[config.mk]
export PLATFORM = sky130hd
export DESIGN_NAME = w5100s_burst_access
export DESIGN_NICKNAME = d
export VERILOG_FILES = /design/src/rtl/w5100s_burst_access.sv
export SDC_FILE = /design/constraint.sdc
export NUM_CORES = 1
export LEC_CHECK = 0
export ABC_AREA = 1
export CAP_MARGIN = 20
export CORE_MARGIN = 2
export CORE_UTILIZATION = 40
export CTS_CLUSTER_SIZE = 12
export DETAILED_ROUTE_END_ITERATION = 8
export GPL_TIMING_DRIVEN = 1
export PLACE_DENSITY_LB_ADDON = 0.3
export SYNTH_ARGS = -nofsm -noshare
export SYNTH_HDL_FRONTEND = slang
export SYNTH_SLANG_ARGS = --single-unit
[constraint.sdc]
create_clock -name clk -period 4 [get_ports clk]
set_input_delay 0.8 -clock clk [delete_from_list [all_inputs] [get_ports clk]]
set_output_delay 0.8 -clock clk [all_outputs]
set_load 0.01 [all_outputs]
[src/rtl/w5100s_burst_access.sv]
// w5100s_burst_access: turns one multi-byte W5100S register access (start address +
// length) into a sequence of single-byte SPI frames, auto-incrementing the address.
// Latency: first spi_start one cycle after command accept; read byte out two cycles
//   after the SPI master reports frame complete.
// Backpressure: cmd_ready only in IDLE; the write stream stalls indefinitely in FETCH;
//   rd_valid has no backpressure.
//
// Ports:
//   clk, rst_n                  clock, asynchronous active-low reset
//   cmd_valid/ready/write/addr/len  burst request (accepted on valid && ready, IDLE only)
//   wr_data/wr_valid/wr_ready   write byte stream (taken in FETCH)
//   rd_data/rd_valid            read byte stream (1-cycle pulse per byte)
//   done/err/active             burst status (err pulses with done on watchdog abort)
//   spi_start/spi_write_read/spi_data_in   frame request to the SPI master
//   spi_data_out/spi_busy/spi_data_ready   frame status/result from the SPI master
//
// Optional feature: define W5100S_BA_TIMEOUT_EN to enable a per-frame watchdog that
// aborts the burst (done + err) when a frame does not complete within TIMEOUT_CYCLES.
// Without it the engine waits forever and err is tied low.

module w5100s_burst_access #(
  parameter int LEN_W          = 8,
  parameter int GAP_CYCLES     = 2,
  parameter int TIMEOUT_CYCLES = 4096
) (
  input  logic             clk,
  input  logic             rst_n,
  input  logic             cmd_valid,
  output logic             cmd_ready,
  input  logic             cmd_write,
  input  logic [15:0]      cmd_addr,
  input  logic [LEN_W-1:0] cmd_len,
  input  logic [7:0]       wr_data,
  input  logic             wr_valid,
  output logic             wr_ready,
  output logic [7:0]       rd_data,
  output logic             rd_valid,
  output logic             done,
  output logic             err,
  output logic             active,
  output logic             spi_start,
  output logic             spi_write_read,
  output logic [23:0]      spi_data_in,
  input  logic [7:0]       spi_data_out,
  input  logic             spi_busy,
  input  logic             spi_data_ready
);

  localparam int GAP_W = (GAP_CYCLES > 1) ? $clog2(GAP_CYCLES) : 1;
  localparam logic [GAP_W-1:0] GAP_LAST = GAP_W'(GAP_CYCLES - 1);

  typedef enum logic [2:0] {
    S_IDLE,
    S_FETCH,
    S_ISSUE,
    S_WAIT_ACK,
    S_WAIT_DONE,
    S_GAP,
    S_FINISH
  } state_t;

  state_t           state;
  logic             is_write;
  logic [15:0]      addr;
  logic [LEN_W-1:0] remaining;
  logic [GAP_W-1:0] gap_cnt;
  logic [15:0]      addr_inc;

  // 16-bit natural wrap FFFF -> 0000
  assign addr_inc = addr + 16'd1;

`ifdef W5100S_BA_TIMEOUT_EN
  localparam int TO_W = $clog2(TIMEOUT_CYCLES + 1);
  // Abort edge chosen so done/err appear TIMEOUT_CYCLES cycles after the spi_start
  // cycle: the counter is 0 in the first WAIT_ACK cycle (one after spi_start).
  localparam logic [TO_W-1:0] TO_LAST = TO_W'(TIMEOUT_CYCLES - 2);
  logic [TO_W-1:0] to_cnt;
  logic            err_q;
  assign err = err_q;
`else
  assign err = 1'b0;
`endif

  always_ff @(posedge clk or negedge rst_n) begin
    if (!rst_n) begin
      state          <= S_IDLE;
      is_write       <= 1'b0;
      addr           <= 16'h0000;
      remaining      <= '0;
      gap_cnt        <= '0;
      cmd_ready      <= 1'b0;
      wr_ready       <= 1'b0;
      rd_data        <= 8'h00;
      rd_valid       <= 1'b0;
      done           <= 1'b0;
      active         <= 1'b0;
      spi_start      <= 1'b0;
      spi_write_read <= 1'b0;
      spi_data_in    <= 24'h000000;
`ifdef W5100S_BA_TIMEOUT_EN
      to_cnt         <= '0;
      err_q          <= 1'b0;
`endif
    end else begin
      // single-cycle pulses
      spi_start <= 1'b0;
      rd_valid  <= 1'b0;
      done      <= 1'b0;
`ifdef W5100S_BA_TIMEOUT_EN
      err_q     <= 1'b0;
`endif

      case (state)
        S_IDLE: begin
          // cmd_ready comes up one cycle after reset release, then stays up in IDLE
          cmd_ready <= 1'b1;
          if (cmd_valid && cmd_ready) begin
            cmd_ready <= 1'b0;
            active    <= 1'b1;
            is_write  <= cmd_write;
            addr      <= cmd_addr;
            remaining <= cmd_len;
            if (cmd_len == '0) begin
              done  <= 1'b1;
              state <= S_FINISH;
            end else if (cmd_write) begin
              wr_ready <= 1'b1;
              state    <= S_FETCH;
            end else begin
              spi_start      <= 1'b1;
              spi_write_read <= 1'b0;
              spi_data_in    <= {cmd_addr, 8'h00};
              state          <= S_ISSUE;
            end
          end
        end

        S_FETCH: begin
          if (wr_valid) begin
            wr_ready       <= 1'b0;
            spi_start      <= 1'b1;
            spi_write_read <= 1'b1;
            spi_data_in    <= {addr, wr_data};
            state          <= S_ISSUE;
          end
        end

        // spi_start is high for exactly this cycle
        S_ISSUE: begin
          state <= S_WAIT_ACK;
`ifdef W5100S_BA_TIMEOUT_EN
          to_cnt <= '0;
`endif
        end

        // a data_ready left over from the previous frame must not count as completion
        S_WAIT_ACK: begin
          if (spi_busy && !spi_data_ready) state <= S_WAIT_DONE;
        end

        S_WAIT_DONE: begin
          if (spi_data_ready) begin
            gap_cnt <= '0;
            state   <= S_GAP;
          end
        end

        S_GAP: begin
          // data_ready is a held level, so spi_data_out is still valid here
          if ((gap_cnt == '0) && !is_write) begin
            rd_data  <= spi_data_out;
            rd_valid <= 1'b1;
          end
          if (gap_cnt == GAP_LAST) begin
            addr      <= addr_inc;
            remaining <= remaining - LEN_W'(1);
            if (remaining == LEN_W'(1)) begin
              done  <= 1'b1;
              state <= S_FINISH;
            end else if (is_write) begin
              wr_ready <= 1'b1;
              state    <= S_FETCH;
            end else begin
              spi_start      <= 1'b1;
              spi_write_read <= 1'b0;
              spi_data_in    <= {addr_inc, 8'h00};
              state          <= S_ISSUE;
            end
          end else begin
            gap_cnt <= gap_cnt + GAP_W'(1);
          end
        end

        // done is high during this cycle; active drops as done drops
        S_FINISH: begin
          active    <= 1'b0;
          cmd_ready <= 1'b1;
          state     <= S_IDLE;
        end

        default: state <= S_IDLE;
      endcase

`ifdef W5100S_BA_TIMEOUT_EN
      // watchdog overrides any normal progress from the wait states
      if ((state == S_WAIT_ACK) || (state == S_WAIT_DONE)) begin
        if (to_cnt == TO_LAST) begin
          done  <= 1'b1;
          err_q <= 1'b1;
          state <= S_FINISH;
        end else begin
          to_cnt <= to_cnt + TO_W'(1);
        end
      end
`endif
    end
  end

endmodule
Word-level counts from Yosys, hierarchy flattened
Cells that the tools add are included.
{ "classes": {"add_sub_neg": 3, "n_reduce_logical": 19, "n_eq_ne": 18, "bitwise_logic": 1, "mux": 62} }
{ "ops": {"columns": ["operator", "count"], "rows": [
  ["$mux W24", 7],
  ["$pmux W24 S3", 1],
  ["$mux W16", 2],
  ["$pmux W16 S2", 1],
  ["$mux W1", 31],
  ["$ne A2 B2 Y1 const B", 11],
  ["$mux W3", 7],
  ["$pmux W3 S6", 1],
  ["$add A16 B1 Y16 const B", 1],
  ["$mux W8", 2],
  ["$pmux W8 S2", 1],
  ["$reduce_and A8 Y1", 2],
  ["$eq A3 B3 Y1 const B", 3],
  ["$pmux W1 S3", 3],
  ["$eq A8 B1 Y1 const B", 1],
  ["$logic_not A8 Y1", 1],
  ["$pmux W1 S2", 4],
  ["$reduce_and A2 Y1", 4],
  ["$sub A8 B1 Y8 const B", 1],
  ["$eq A3 B2 Y1 const B", 2],
  ["$reduce_bool A2 Y1", 3],
  ["$reduce_and A5 Y1", 1],
  ["$mux W2", 2],
  ["$eq A3 B1 Y1 const B", 1],
  ["7 further kinds", 10]
]} }
{ "totals": {"regBits": 68, "word_cells": 117, "input_bits": 47} }

Depth between registers and ports, before layout
Gate-level depths: netlist of run 1.
{ "depth": {"ltp_word": 5, "mapped_depth": 11, "mapped_depth_nobuf": 11} }

Worst setup path after synthesis of run 1
OpenSTA, ideal clock, no wires.
{ "synth_timing": {"kind": "in2reg", "from": "input wr_valid", "to": "register spi_data_in[17]", "path_stages": 7, "setup_time_ns": 0.117, "arrival_time_ns": 1.606, "slack_ns": 2.276, "path_buffers": 2, "cell_sequence": "clkbuf_1 > nand2_2 > nand3_4 > inv_2 > buf_6 > nand2_1 > nand2_1"} }
{ "synth_via": {"elab_chain_len": 2} }
{ "synth_lines": {"columns": ["element", "line", "rtl"], "rows": [
  ["start, declared", "34", "input logic wr_valid,"],
  ["$ne A2 B2 Y1 (no source line)", null, null],
  ["$reduce_and A8 Y1 (no source line)", null, null],
  ["end signal, assigned", "132", "spi_data_in <= {cmd_addr, 8'h00};"],
  ["end signal, assigned", "143", "spi_data_in <= {addr, wr_data};"],
  ["end signal, assigned", "186", "spi_data_in <= {addr_inc, 8'h00};"],
  ["end, declared", "43", "output logic [23:0] spi_data_in,"]
]} }
No other way between the ends.
A chain may end at the register's enable or synchronous reset.

Worst setup path after layout of run 1
{ "layout_timing": {"from": "register state[0]", "to": "register remaining[3]"} }
{ "layout_via": {"elab_chain_len": 3, "elab_cells_between_ends": 7, "classes_between": "3 x eq/ne; 1 x mux; 3 x reduce/logical"} }
{ "layout_lines": {"columns": ["element", "line", "rtl"], "rows": [
  ["start, declared", "62", "state_t state;"],
  ["start signal, assigned", "86", "state <= S_IDLE;"],
  ["start signal, assigned", "125", "state <= S_FINISH;"],
  ["start signal, assigned", "128", "state <= S_FETCH;"],
  ["$eq A3 B3 Y1 or $logic_not A3 Y1 (tied branches)", "113", "case (state)"],
  ["$ne A2 B2 Y1 (no source line) or $reduce_bool A2 Y1 (tied branches)", null, null],
  ["$reduce_and A3 Y1 (no source line)", null, null],
  ["end signal, assigned", "122", "remaining <= cmd_len;"],
  ["end signal, assigned", "176", "remaining <= remaining - LEN_W'(1);"],
  ["end, declared", "65", "logic [LEN_W-1:0] remaining;"]
]} }
Several ways; a longest one is shown, not always the timed one.

==> flow_metrics.tcl, run 1 <==
set metrics [dict create \
    synth_edf_count 0 \
    cts_hold_buf 0 \
    vdd_drop_max_uv 320 \
    finalSetupViolCount 0 \
    path_common_cell "a21oi_1" \
    drive_gt1_frac 0.0950 \
    synthTopCellsByArea "dfrtp_1 43%, nand2_1 19%, nand3_1 5.8%" \
    synth_compound_area_frac 0.137 \
    vias 3786 \
    finalPower_w 0.00396 \
    pwr_density_cell_nw_per_um2 772 \
    wirelength_um 10100 \
    rsz0062_at_grt "false" \
    rows 36 \
    antennaDiodeCount 0 \
    synth_common_cells "200 x nand2_1, 68 x dfrtp_1, 53 x inv_1" \
    yosysWarningCount 0 \
    port_buffers 85 \
    synth_cell_types 37 \
    whs_ns 0.472 \
    die_y_um 104 \
    syn_area_um2 3960 \
    clkTransAtPathRegs_ns 0.08 \
    yosysMostFrequentCell "nand2_1" \
    arrival_ns 2.73 \
    worstMarginPinSlew_ns 0.806 \
    cts_tree "yes" \
    status "finished, final reports clean" \
    grt_remaining_overflow 0 \
    crit_path_start_kind "register" \
    cts_sinks 68 \
    via_per_inst 5.02 \
    ant_nets 0 \
    rrSetupSlack_ns 1.47 \
    areaGrowthSynthToFinish_pct 29.3 \
    drv_slew 0 \
    start_util 0.409 \
    synth-xor-area-share 0.00221 \
    fill_cells 936 \
    antenna_found_initial 0 \
    dpl_worst_slack_ns 1.29 \
    cp_num_buf_inv 2 \
    synthAdderAreaFrac 0.00947 \
    die_w_um 104 \
    postSynthAreaPerCell_um2 7.39 \
    synthMuxAreaShare 0 \
    wl_per_cell_um 13.4 \
    synthCells 536 \
    synth_nets 586 \
    coreArea_um2 9680 \
    post_cts_buffers 0 \
    yosys.area.top_type "dfrtp_1" \
    synth_simple_gate_area_share 0.332 \
    cellLeakagePower_nw 2.49 \
    period_minus_slack_ns 2.53 \
    endpoint_kind "register" \
    cp_max_fo 29 \
    path_class "register to register" \
    grt_max_degree 36 \
    skew_ns 0.0120 \
    critPathTopFamily "simple AND/OR/NAND/NOR gates" \
    synth_top_family_by_area "simple AND/OR/NAND/NOR gates" \
    grt_usage 0.192 \
    period_share 0.633 \
    ys_seq_area_frac 0.429 \
    worst_skew_pair.late_latency_ns 0.34 \
    drt_iter0_drc 234 \
    cts-root-buf "clkbuf_8" \
    drcViolationCount 0 \
    cp_slowest_cell "dfrtp_1" \
    cts_resized 0 \
    drv_cap 0 \
    die_area_um2 10700 \
    h-tree-depth 3 \
    grt_pass1_vias 3595 \
    finish.utilization 0.529 \
    dr.pass1.iters 5 \
    fmax_mhz 395 \
    fin_nets 666 \
    ys_seq_elements 68 \
    hold_class "register to register" \
    grt_pass1_wl_um 16900 \
    io_pins 87 \
    slew-limit-headroom 0.463 \
    synth_top_area_share 0.429 \
    synth_flop_cell "dfrtp_1" \
    critPathMaxStageDelay_ns 0.48 \
    synthArstFlopShare 1.00 \
    cts_made_buffers 9 \
    setup_tns_ns 0 \
    path_cells "nand2_4, nor2_8, nand2_1, nand3_2, buf_4, inv_1, a21oi_1, a21oi_1" \
    dpl.hpwl_um 7220 \
    fin_ws_ns 1.47 \
    required_ns 4.20 \
    hold_viol_final 0 \
    clock_path_buffers 2 \
    gp_congestion 0.901 \
]
==> final cells by class <==
cell class	instances	area (µm²)	area share
flip-flops and latches	68	1700	0.332
repair buffers	88	868	0.169
clock buffers	9	124	0.0242
well taps	133	166	0.0325
clock inverters	7	139	0.0271
inverters	57	214	0.0418
multi-input cells	392	1910	0.373
==> final timing paths <==
path	start	endpoint	cells after the start
setup / recovery	state[0]	remaining[3]	8
hold / removal	spi_data_in[5]	spi_data_in[5]	2
setup reg to reg	state[0]	remaining[3]	8
hold reg to reg	spi_data_in[5]	spi_data_in[5]	2
max in group asynchronous	rst_n	spi_data_in[3]	2
min in group asynchronous	rst_n	spi_data_in[2]	1
==> cells in the final DEF, fill, tap and decap left out, types with 6 or more instances in the layout <==
cell and count:
nand3_1 46, nand4_1 8, dfrtp_1 68, a22oi_2 6, a21oi_2 10, inv_1 53
clkdlybuf4s50_1 84, o21ai_0 22, clkbuf_8 9, nor2_1 32, or2_2 7, nand2_1 200
a21oi_1 22
==> logic make-up after synthesis <==
logic type	Yosys count
AND/OR/NAND/NOR	306
buffers and inverters	76
flip-flops	68
adder cells (fa/ha/maj)	3
other	1
AO/OA/AOI/OAI	81
XOR/XNOR	1
==> per-stage QoR <==
step,instances,instance area (µm²)
floorplan,536,3960
global placement,738,4860
detailed placement,738,4860
CTS,754,5120
global route,754,5120
finish,754,5120
==> power by group <==
group	internal [W]	switching (W)	leakage, nW
clock	0.000476	0.000279	0.133
sequential	0.00101	0.000253	0.799
combinational	0.000822	0.00111	1.55
==> sequential cells by signal (all words and copies together), names as in the netlist <==
name,count
spi_data_in,24
rd_valid,1
state,3
rd_data,8
spi_start,1
gap_cnt,1
cmd_ready,1
addr,16
spi_write_read,1
done,1
is_write,1
wr_ready,1
remaining,8
active,1
==> worst min-delay path, cell delays in order, from the launching register on <==
cell and delay [ns]:
dfrtp_1 0.34, nand2_1 0.05, nand2_1 0.05
==> per-layer routing <==
metal | track usage | part of all wire | vias up
met5 | 0 | 0 | -
li1 | - | - | 1883
met4 | 0.0656 | 0.016 | 0
met3 | 0.0321 | 0.059 | 15
met2 | 0.318 | 0.46 | 141
met1 | 0.256 | 0.46 | 1747
Note: power is estimated with default switching activity, not from simulation.
==> run 2: changes to the inputs <==
clock period = 2.1 ns   (was 4 ns; I/O delays follow)
==> flow_metrics.tcl, run 2 (synthesis gave the netlist of run 1 again) <==
set metrics [dict create \
    pwr-share-comb 0.524 \
    grt_usage 0.194 \
    path_class "register to register" \
    areaGrowthSynthToFinish_pct 30.5 \
    h-tree-depth 3 \
    cts_tree "yes" \
    status "finished, final reports clean" \
    arrival_ns 2.03 \
    dpl.hpwl_um 7150 \
    top_register "spi_data_in" \
    antennaDiodeCount 0 \
    reg.largest.list "spi_data_in: 24 flops, addr: 16 flops" \
    cp_max_fo 10 \
    grt_remaining_overflow 0 \
    rrSetupSlack_ns 0.32 \
    fin_nets 675 \
    hold_viol_final 0 \
    port_buffers 85 \
    antenna_found_initial 0 \
    io_pins 87 \
    skew_ns 0.00632 \
    crit_path_start_kind "register" \
    final_common_cell "nand2_1" \
    setup_tns_ns 0 \
    seq_power_share 0.330 \
    cts_sinks 68 \
    grt_pass1_vias 3613 \
    ant_nets 0 \
    clkPwrFrac 0.145 \
    drv_slew 0 \
    die_area_um2 10700 \
    wirelength_um 9960 \
    finalPower_w 0.00734 \
    die_y_um 104 \
    endpoint_kind "register" \
    drive_gt1_frac 0.108 \
    grt_pass1_wl_um 17100 \
    finalSetupViolCount 0 \
    cellLeakagePower_nw 2.52 \
    clkTransAtPathRegs_ns 0.08 \
    switching_share 0.430 \
    required_ns 2.34 \
    grt_max_degree 69 \
    p_int_w 0.00419 \
    cts_hold_buf 0 \
    worst_skew_pair.late_latency_ns 0.35 \
    mostFrequentLayoutCells "200 x nand2_1, 84 x clkdlybuf4s50_1, 68 x dfrtp_1" \
    period_minus_slack_ns 1.78 \
    drt_iter0_drc 234 \
    largest_reg_flops 24 \
    die_w_um 104 \
    via_per_inst 4.90 \
    vdd_drop_max_uv 602 \
    cts_made_buffers 9 \
    post_cts_buffers 0 \
    rsz0062_at_grt "false" \
    fill_cells 959 \
    dr.pass1.iters 4 \
    gp_congestion 0.866 \
    period_share 0.849 \
    vias 3736 \
    hold_class "primary input to async pin" \
    clock_path_buffers 2 \
    drv_cap 0 \
    cts_resized 0 \
    drcViolationCount 0 \
    start_util 0.409 \
    cts-root-buf "clkbuf_8" \
    wl_per_cell_um 13.1 \
    rows 36 \
    p_sw_w 0.00315 \
    pwr_density_cell_nw_per_um2 1420 \
    coreArea_um2 9680 \
    fmax_mhz 561 \
]
run 2: worst paths after layout:
| kind | from | endpoint | cells after the start |
|---|---|---|---|
| worst max-delay path | state[2] | rd_data[5] | 7 |
| worst min-delay path | rst_n | spi_data_in[2] | 2 |
| worst max register to register | state[2] | rd_data[5] | 7 |
| worst min register to register | spi_data_in[3] | spi_data_in[3] | 2 |
| max in group asynchronous | rst_n | addr[15] | 2 |
| min in group clk | spi_data_in[3] | spi_data_in[3] | 2 |
run 2: area by class of cell:
class	instances	area (µm²)	area share
tap	133	166	0.0322
sequential	68	1700	0.329
multi-input combinational	392	1910	0.370
clock inverter	7	67.6	0.0131
inverter	57	214	0.0414
timing repair buffer	97	986	0.191
clock buffer	9	124	0.0240
run 2: power by group through the flow:
| stage | sequential (W) | clock (W) | combinational [W] |
|---|---|---|---|
| 2_1_floorplan | 0.00250 | 0 | 0.00242 |
| 3_3_place_gp | 0.00241 | 0 | 0.00380 |
| 3_5_place_dp | 0.00243 | 0 | 0.00387 |
| 4_1_cts | 0.00241 | 0.00110 | 0.00389 |
| 5_1_grt | 0.00250 | 0.00116 | 0.00433 |
| 6_report | 0.00242 | 0.00107 | 0.00385 |
run 2: critical path, cell delays in order, from the launching register on:
cell and delay (ns):
dfrtp_1 0.49, nand3_1 0.25, nor2_1 0.23, inv_1 0.11
nor2_4 0.25, inv_1 0.20, nand2_1 0.10, nand2_1 0.05
run 2: layer usage:
metal | track usage | wire length (µm) | up-vias
li1 | - | - | 1893
met1 | 0.259 | 4670 | 1711
met2 | 0.316 | 4560 | 125
met3 | 0.0478 | 647 | 7
met4 | 0.0492 | 82 | 0
met5 | 0 | 0 | -
run 2: metrics by stage:
step                hold WS, ns  instances  cell area, µm²  utilization  setup slack [ns]
global route              0.112        763            5170        0.534             0.134
CTS                      0.0874        763            5170        0.534             0.321
floorplan                 0.124        536            3960            -             0.638
global placement          0.454        747            4980        0.514             0.205
detailed placement        0.460        747            4980        0.514             0.174
finish                   0.0722        763            5170        0.534             0.317
